<file path="config.mk">
export PLATFORM = sky130hd
export DESIGN_NAME = uart_tx_arbiter
export DESIGN_NICKNAME = d
export VERILOG_FILES = /design/src/rtl/uart_pkg.sv /design/src/rtl/rr_arbiter.sv /design/src/rtl/uart_tx_arbiter.sv
export SDC_FILE = /design/constraint.sdc
export NUM_CORES = 1
export LEC_CHECK = 0
export ABC_AREA = 0
export CORE_MARGIN = 5
export CORE_UTILIZATION = 52
export CTS_CLUSTER_SIZE = 8
export DETAILED_ROUTE_END_ITERATION = 8
export MAX_ROUTING_LAYER = met4
export PLACE_DENSITY = 0.84
export SETUP_SLACK_MARGIN = 0.3
export SYNTH_ARGS = -nofsm -noshare
export SYNTH_HDL_FRONTEND = slang
export SYNTH_SLANG_ARGS = --single-unit
</file>
<file path="constraint.sdc">
create_clock -name clk_i -period 3 [get_ports clk_i]
set_input_delay 0.6 -clock clk_i [delete_from_list [all_inputs] [get_ports clk_i]]
set_output_delay 0.6 -clock clk_i [all_outputs]
set_load 0.03 [all_outputs]
</file>
<file path="src/rtl/uart_pkg.sv">
// Shared UART definitions: transmitter-sequencer state encoding and default byte width.
// Latency: none (types, constants and a constant function only).
// Backpressure: not applicable.
package uart_pkg;

  localparam int DefWordLength = 8;

  typedef enum logic [1:0] {
    ST_IDLE  = 2'd0,
    ST_ISSUE = 2'd1,
    ST_WAIT  = 2'd2
  } uart_state_e;

  // Width of a saturating counter that must be able to hold 'cycles'.
  // The width never drops below one bit, so a disabled watchdog still has a legal vector.
  function automatic int cnt_width(input int cycles);
    return (cycles > 0) ? $clog2(cycles + 1) : 1;
  endfunction

endpackage

</file>
<file path="src/rtl/rr_arbiter.sv">
// Combinational round-robin picker: first set request at or above ptr_i, wrapping modulo NumReq.
// Latency: zero cycles, purely combinational.
// Backpressure: none; the caller decides when to consume the grant.
module rr_arbiter #(
  parameter  int NumReq = 4,
  localparam int IdxW   = $clog2(NumReq)
) (
  input  logic [NumReq-1:0] req_i,
  input  logic [IdxW-1:0]   ptr_i,
  output logic [NumReq-1:0] gnt_o,
  output logic [IdxW-1:0]   idx_o,
  output logic              vld_o
);

  // Requester index that sits 'ofs' places above 'base', wrapping at NumReq.
  function automatic logic [IdxW-1:0] wrap_pos(input logic [IdxW-1:0] base, input int ofs);
    int sum;
    sum = int'(base) + ofs;
    if (sum >= NumReq) begin
      sum = sum - NumReq;
    end
    return IdxW'(sum);
  endfunction

  // Scan from the farthest offset down, so the request nearest the pointer is written last and wins.
  always_comb begin
    idx_o = '0;
    vld_o = 1'b0;
    gnt_o = '0;
    for (int i = NumReq - 1; i >= 0; i--) begin
      if (req_i[wrap_pos(ptr_i, i)]) begin
        idx_o = wrap_pos(ptr_i, i);
        vld_o = 1'b1;
      end
    end
    if (vld_o) begin
      gnt_o[idx_o] = 1'b1;
    end
  end

endmodule

</file>
<file path="src/rtl/uart_tx_arbiter.sv">
// Round-robin sharing of one UART transmitter among NumReq byte requesters, with a transmit watchdog.
// Latency: request in IDLE at cycle N -> grant and start pulse at N+1; ack/err one cycle after done/timeout.
// Backpressure: a requester holds req_i until ack_o; the done tick from the transmitter paces the sequencer.
// Optional: define UART_TX_ARB_LOCK_EN to add lock_i, which keeps priority on a requester across bytes.
module uart_tx_arbiter
  import uart_pkg::*;
#(
  parameter int NumReq        = 4,
  parameter int WordLength    = DefWordLength,
  parameter int TimeoutCycles = 1000000
) (
  input  logic                         clk_i,
  input  logic                         rst_ni,
  input  logic [NumReq-1:0]            req_i,
  input  logic [NumReq*WordLength-1:0] data_i,
`ifdef UART_TX_ARB_LOCK_EN
  input  logic [NumReq-1:0]            lock_i,
`endif
  output logic [NumReq-1:0]            ack_o,
  output logic [NumReq-1:0]            gnt_o,
  output logic                         err_o,
  output logic                         busy_o,
  output logic [WordLength-1:0]        din_o,
  output logic                         start_tx_o,
  input  logic                         tx_done_tick_i
);

  localparam int              IdxW    = $clog2(NumReq);
  localparam int              CntW    = cnt_width(TimeoutCycles);
  localparam logic [CntW-1:0] CntMax  = CntW'(TimeoutCycles);
  localparam logic [IdxW-1:0] LastIdx = IdxW'(NumReq - 1);

  uart_state_e           r_state;
  uart_state_e           w_state_nxt;
  logic [IdxW-1:0]       r_ptr;
  logic [IdxW-1:0]       r_gidx;
  logic [IdxW-1:0]       w_arb_idx;
  logic [IdxW-1:0]       w_ptr_inc;
  logic [NumReq-1:0]     r_gnt;
  logic [NumReq-1:0]     r_ack;
  logic [NumReq-1:0]     w_arb_gnt;
  logic                  w_arb_vld;
  logic                  r_err;
  logic [WordLength-1:0] r_din;
  logic [CntW-1:0]       r_cnt;
  logic [CntW-1:0]       w_cnt_inc;
  logic                  w_timeout;
  logic                  w_grant;
  logic                  w_done;
  logic                  w_abort;
  logic                  w_hold_ptr;
  logic [WordLength-1:0] w_bytes [NumReq];

  for (genvar k = 0; k < NumReq; k++) begin : g_bytes
    assign w_bytes[k] = data_i[k*WordLength +: WordLength];
  end

  rr_arbiter #(
    .NumReq(NumReq)
  ) u_rr_arbiter (
    .req_i(req_i),
    .ptr_i(r_ptr),
    .gnt_o(w_arb_gnt),
    .idx_o(w_arb_idx),
    .vld_o(w_arb_vld)
  );

  // The count includes the current WAIT cycle, so the abort fires in the TimeoutCycles-th WAIT cycle.
  assign w_cnt_inc = r_cnt + 1'b1;
  assign w_timeout = (TimeoutCycles != 0) && (w_cnt_inc == CntMax);
  assign w_ptr_inc = (r_gidx == LastIdx) ? '0 : r_gidx + 1'b1;

`ifdef UART_TX_ARB_LOCK_EN
  // A locked requester keeps the pointer so its next byte wins the following arbitration.
  assign w_hold_ptr = lock_i[r_gidx];
`else
  assign w_hold_ptr = 1'b0;
`endif

  // State register.
  always_ff @(posedge clk_i or negedge rst_ni) begin
    if (!rst_ni) begin
      r_state <= ST_IDLE;
    end else begin
      r_state <= w_state_nxt;
    end
  end

  // Next state and one-cycle event strobes; a done tick takes precedence over a timeout.
  always_comb begin
    w_state_nxt = r_state;
    w_grant     = 1'b0;
    w_done      = 1'b0;
    w_abort     = 1'b0;
    case (r_state)
      ST_IDLE: begin
        if (w_arb_vld) begin
          w_grant     = 1'b1;
          w_state_nxt = ST_ISSUE;
        end
      end
      ST_ISSUE: begin
        w_state_nxt = ST_WAIT;
      end
      ST_WAIT: begin
        if (tx_done_tick_i) begin
          w_done      = 1'b1;
          w_state_nxt = ST_IDLE;
        end else if (w_timeout) begin
          w_abort     = 1'b1;
          w_state_nxt = ST_IDLE;
        end
      end
      default: begin
        w_state_nxt = ST_IDLE;
      end
    endcase
  end

  // Grant/byte latches, completion pulses and priority pointer.
  always_ff @(posedge clk_i or negedge rst_ni) begin
    if (!rst_ni) begin
      r_gnt  <= '0;
      r_gidx <= '0;
      r_din  <= '0;
      r_ack  <= '0;
      r_err  <= 1'b0;
      r_ptr  <= '0;
    end else begin
      r_ack <= '0;
      r_err <= 1'b0;
      if (w_grant) begin
        r_gnt  <= w_arb_gnt;
        r_gidx <= w_arb_idx;
        r_din  <= w_bytes[w_arb_idx];
      end
      if (w_done) begin
        r_ack <= r_gnt;
        r_gnt <= '0;
        r_ptr <= w_hold_ptr ? r_gidx : w_ptr_inc;
      end
      if (w_abort) begin
        r_err <= 1'b1;
        r_gnt <= '0;
        r_ptr <= w_ptr_inc;
      end
    end
  end

  // Watchdog: cleared while issuing, then counts WAIT cycles and saturates.
  always_ff @(posedge clk_i or negedge rst_ni) begin
    if (!rst_ni) begin
      r_cnt <= '0;
    end else if (r_state == ST_ISSUE) begin
      r_cnt <= '0;
    end else if ((r_state == ST_WAIT) && (r_cnt != CntMax)) begin
      r_cnt <= w_cnt_inc;
    end
  end

  assign gnt_o      = r_gnt;
  assign ack_o      = r_ack;
  assign err_o      = r_err;
  assign din_o      = r_din;
  assign start_tx_o = (r_state == ST_ISSUE);
  assign busy_o     = (r_state != ST_IDLE);

endmodule

</file>
Yosys cells after proc, flatten, opt, wreduce, memory -nomap -nowiden --
Index checks and enable logic that the tools add are counted.
Operators by class: add/subtract/negate cells 9, magnitude comparators 11, equality and inequality tests 7, muxes and demuxes 47, bitwise logic cells 1, reductions and logical operators 8
Operators by type and width (number):
- 2-to-1 mux 20 bit | 2
- 2-to-1 mux 2 bit | 14
- adder 20 x 1 -> 20 bit (second input constant) | 1
- == test 20 bit (second input constant) | 1
- 2-to-1 mux 4 bit | 5
- != test 20 bit (second input constant) | 1
- 2-to-1 mux 1 bit | 17
- binary-select mux 8 bit (select 2 bit) | 1
- 2-to-1 mux 8 bit | 2
- < comparator 2 x 3 -> 1 bit (second input constant) | 5
- greater-or-equal comparator 3 bit (second input constant) | 4
- binary-select mux 1 bit (select 2 bit) | 4
- subtractor 2 x 1 -> 2 bit (second input constant) | 4
- adder 2 x 2 -> 3 bit (second input constant) | 2
- case mux 2 bit (3 select lines) | 1
- nonzero test 2 bit | 3
- == test 2 bit (second input constant) | 2
- adder 2 x 1 -> 3 bit (second input constant) | 1
- greater-or-equal comparator 2 x 3 -> 1 bit (second input constant) | 1
- != test 3 bit (second input constant) | 1
- inverter 2 -> 3 bit | 1
- nonzero test 3 bit | 1
- adder 2 x 1 -> 2 bit (second input constant) | 1
- demux 1 bit (select 2 bit) | 1
- other kinds (6) | 7
Storage, ports and cells: register bits 43, input port bits 39, output and inout port bits 19, logic and storage cells 91

Logic depth before layout (Yosys ltp) --
depth after elaboration 17, mapped depth 11, depth with buffers taken out 8

By module --
A second synthesis with hierarchy kept.
Unflattened totals: cells, all modules 299, area, all modules 2741.4 µm²
Modules (own cells, without submodules):
- uart_tx_arbiter | times used 1, cells each 266, area an instance 2529.9 µm², sequential area each 1076.0 µm²
- rr_arbiter | times used 1, cells each 33, area an instance 211.5 µm², sequential area each 0.0 µm²

Worst setup path after synthesis --
OpenSTA, ideal clock, no wires.
path kind reg-to-reg, from register r_cnt[0], to register r_ptr[1], library setup time 70 ps, data arrival time 2417 ps, data required time 2930 ps, slack 514 ps, stages on the path, launching flop included 8, path buffers 1, clock period less this slack 2486 ps, path through dfrtp_1 buf_2 nand3_1 or3_1 a2111oi_2 or4b_4 or4_1 nand3_1
Between the ends: cells in the longest elaborated chain, start to end 6, elaborated cells on any way between the ends 7, those cells by class 1 x add/sub; 1 x eq/ne; 4 x mux; 1 x reduce/logical
Ends and longest elaborated chain:
- start, declared | line uart_tx_arbiter.sv:45 | logic [CntW-1:0] r_cnt;
- start signal, assigned | line uart_tx_arbiter.sv:157 | r_cnt <= w_cnt_inc;
- adder 20 x 1 -> 20 bit (*) | line uart_tx_arbiter.sv:69 | assign w_cnt_inc = r_cnt + 1'b1;
- == test 20 bit (*) | line uart_tx_arbiter.sv:70 | assign w_timeout = (TimeoutCycles != 0) && (w_cnt_inc == CntMax);
- 2-to-1 mux 1 bit (*) | line uart_tx_arbiter.sv:109 | end else if (w_timeout) begin
- 2-to-1 mux 1 bit (*) | line uart_tx_arbiter.sv:106 | if (tx_done_tick_i) begin
- 2-to-1 mux 1 bit (*) | line uart_tx_arbiter.sv:95 | case (r_state)
- 2-to-1 mux 2 bit / nonzero test 2 bit (equally long branches)
- end signal, assigned | line uart_tx_arbiter.sv:140 | r_ptr <= w_hold_ptr ? r_gidx : w_ptr_inc;
- end signal, assigned | line uart_tx_arbiter.sv:145 | r_ptr <= w_ptr_inc;
- end, declared | line uart_tx_arbiter.sv:35 | logic [IdxW-1:0] r_ptr;
Mark *: on every way between the ends. The rest lies on a longest branch, timed or not. A chain may end at the register's enable or synchronous reset.

Worst setup path in the final report --
from register r_cnt[3], to register r_ptr[1]
Same word-level chain as after synthesis.

==> impl_metrics.tcl <==
set metrics [dict create \
    syn_inst 325 \
    slew_viol_final 0 \
    fin_crit_ps 2620 \
    path_depth 6 \
    p_per_area_nw_per_um2 673 \
    row_count 26 \
    startpoint "r_cnt[3]" \
    path_buf_inv 0 \
    cts_sinks 43 \
    startpoint_type "flop" \
    die_area_um2 6930 \
    h-tree-depth 2 \
    fin_ws_ps 383 \
    cts.clk_slew.worst_paths_ps 100 \
    pre_cts_ws_ps 214 \
    rsz0062_at_grt "no" \
    drt-vias-per-instance 5.88 \
    worst_pin_slew_ps 961 \
    synth_top_area_share_pct 38.6 \
    cp_max_fo 9 \
    final_nets 427 \
    drt_iter0_markers 201 \
    grt_usage_pct 21.5 \
    yosysWarnings 0 \
    core_area_um2 5170 \
    final_core_util_pct 70.5 \
    r2r_end "r_ptr[1]" \
    power_mw 2.45 \
    fillers 386 \
    synth.distinct_cells 52 \
    timing.final.crit_share_pct 87.2 \
    multiInputGateArea_um2 1610 \
    grt_util_met3_pct 3.56 \
    clock-root-buffer "clkbuf_8" \
    place_congestion 0.932 \
    finalClockSkew_ps 13.7 \
    regArea_um2 1090 \
    drv_cap 0 \
    grt_max_degree 44 \
    crit_type "flop to flop" \
    hold_viol 0 \
    synth_edf_count 0 \
    async_flop_share_pct 100 \
    initial_core_util_pct 53.9 \
    drc_errors 0 \
    clk-insertion-delay-late_ps 300 \
    r2r_slack_ps 380 \
    crit_required_ps 3230 \
    cp_slowest_cell "or4b_4" \
    io-pin-count 58 \
    setup_viol 0 \
    r2r-start "r_cnt[3]" \
    vias 2682 \
    tns_ps 0 \
    synth_area_um2 2790 \
    clock_path_buffers 2 \
    synth_top_cell_by_area "dfrtp_1" \
    dp_hpwl_mm 5.29 \
    slowest_delay_ps 530 \
    slew_headroom_pct 35.9 \
    grt_pass1_vias 2604 \
    synth_area_leaders "dfrtp_1, mux2i_1, o21ai_0, nand3_1, nand2_1" \
    grt_overflow 0 \
    avgSynthCellArea_um2 8.58 \
    drive_above_1_share_pct 17.4 \
    ys_seq_elements 43 \
    placedInstanceArea_um2 3430 \
    port_buffers 57 \
    drtPass1Iterations 5 \
    hold_class "input pin to asynchronous set/reset pin" \
    path_cells "nand3_4 > or3_1 > a2111oi_2 > or4b_4 > or4_1 > nand3_1" \
    fmax_mhz 382 \
    status "finished, final reports clean" \
    routed_wl_mm 7.28 \
    busiest_layer "met2" \
    end_kind "flop" \
    design_area_um2 3650 \
    antenna_found_initial 0 \
    use_met1_pct 26.8 \
    grt_pass1_wl_mm 12.2 \
    crit_path_end "r_ptr[1]" \
    reg2regPathDepth 6 \
    dieWidth_um 83.2 \
    synth-main-ff-cell "dfrtp_1" \
    cts_tree "done" \
    fp.dieH_um 83.2 \
    critical-path-top-delay-family "simple AND/OR/NAND/NOR gates" \
    area_growth_pct 30.8 \
    peakVddDrop_v 0.000440 \
    diodes 0 \
    cts_buffers 5 \
    wl_per_cell_um 16.0 \
    syn_nets 367 \
    grtUsageMet2_pct 35.3 \
    critPathArrivalTime_ps 2850 \
    leakagePower_nw 1.49 \
    ant_nets 0 \
    seq_area_frac_synth_pct 38.6 \
]
## worst reg2reg max path, stage by stage, from the launching register on
cell       delay [ps]
dfrtp_2           450
nand3_4           150
or3_1             390
a2111oi_2         430
or4b_4            530
or4_1             520
nand3_1            90
## placed cells by master (no fill, tap or decap), drive strengths merged, types with 9 or more instances in the layout
cell type,Yosys,routed
inv,16,17
buf,8,19
nand2,25,25
o21ai,34,34
nor3,9,9
nor2,24,24
clkdlybuf4s50,0,56
a21oi,11,11
nand3,22,22
dfrtp,43,43
mux2i,17,17
## synth_stat cells (all sizes together) (6+ instances only)
cell type  instances
nand2b             8
clkbuf            15
o21ai             34
dfrtp             43
o31ai              7
nand2             25
nor2              24
inv               16
a21oi             11
nand3             22
mux2               8
nor3               9
nor4               6
mux2i             17
buf                8
## worst min-delay path by stage
stage	slack, ps	end
detailed placement	470	din_o[5]
finish	450	r_gidx[1]
global placement	470	din_o[7]
global route	520	din_o[5]
floorplan	300	ack_o[0]
CTS	480	err_o
## metrics by stage
| stage | hold slack [ps] | instances |
|---|---|---|
| 4_1_cts | 482 | 446 |
| 3_3_place_gp | 465 | 438 |
| 3_5_place_dp | 473 | 438 |
| 5_1_grt | 522 | 456 |
| 2_1_floorplan | 304 | 325 |
| 6_report | 449 | 456 |
## cell families (layout without fill, tap and decap cells)
family | Yosys count | count (layout) | synth area share [%]
flip-flops | 43 | 43 | 38.6
AND/OR/NAND/NOR | 129 | 129 | 25.1
buffers and inverters | 39 | 100 | 5.61
multiplexers | 25 | 25 | 9.33
adder cells (fa/ha/maj) | 3 | 3 | 1.35
AO/OA/AOI/OAI | 78 | 78 | 17.5
XOR/XNOR | 8 | 8 | 2.51
## sequential cells by signal, indices dropped and copies added, names as in the netlist
register,count
err_o,1
r_ptr,2
r_gidx,2
r_state,2
gnt_o,4
din_o,8
r_cnt,20
ack_o,4
## timing repair
item                                   CTS  global route
setup buffers                            0            10
setup endpoints to repair                6            10
hold buffers                             0             0
gates resized for setup                  7             9
endpoints found under the hold margin    0             0
pin swaps                                0             1
## cell type report
cell class / instances / share of cell area (%)
Inverter: 16 / 1.65
Tap cell: 70 / 2.40
Clock buffer: 5 / 1.89
Clock inverter: 3 / 0.652
Sequential cell: 43 / 29.8
Multi-Input combinational cell: 243 / 44.1
Timing Repair Buffer: 76 / 19.5
## routing by layer
layer	wire length (µm)	vias to the layer above	part of all wire (%)
met5	0	-	0
met4	188	0	2.6
met3	489	19	6.7
met2	3660	116	50
met1	2940	1256	40
li1	-	1291	-
## where the power goes
group / switching (mW) / internal, mW
sequential: 0.103 / 0.713
clock: 0.217 / 0.167
combinational: 0.724 / 0.530
total: 1.04 / 1.41
No activity file was read; power rests on OpenSTA's default activity.
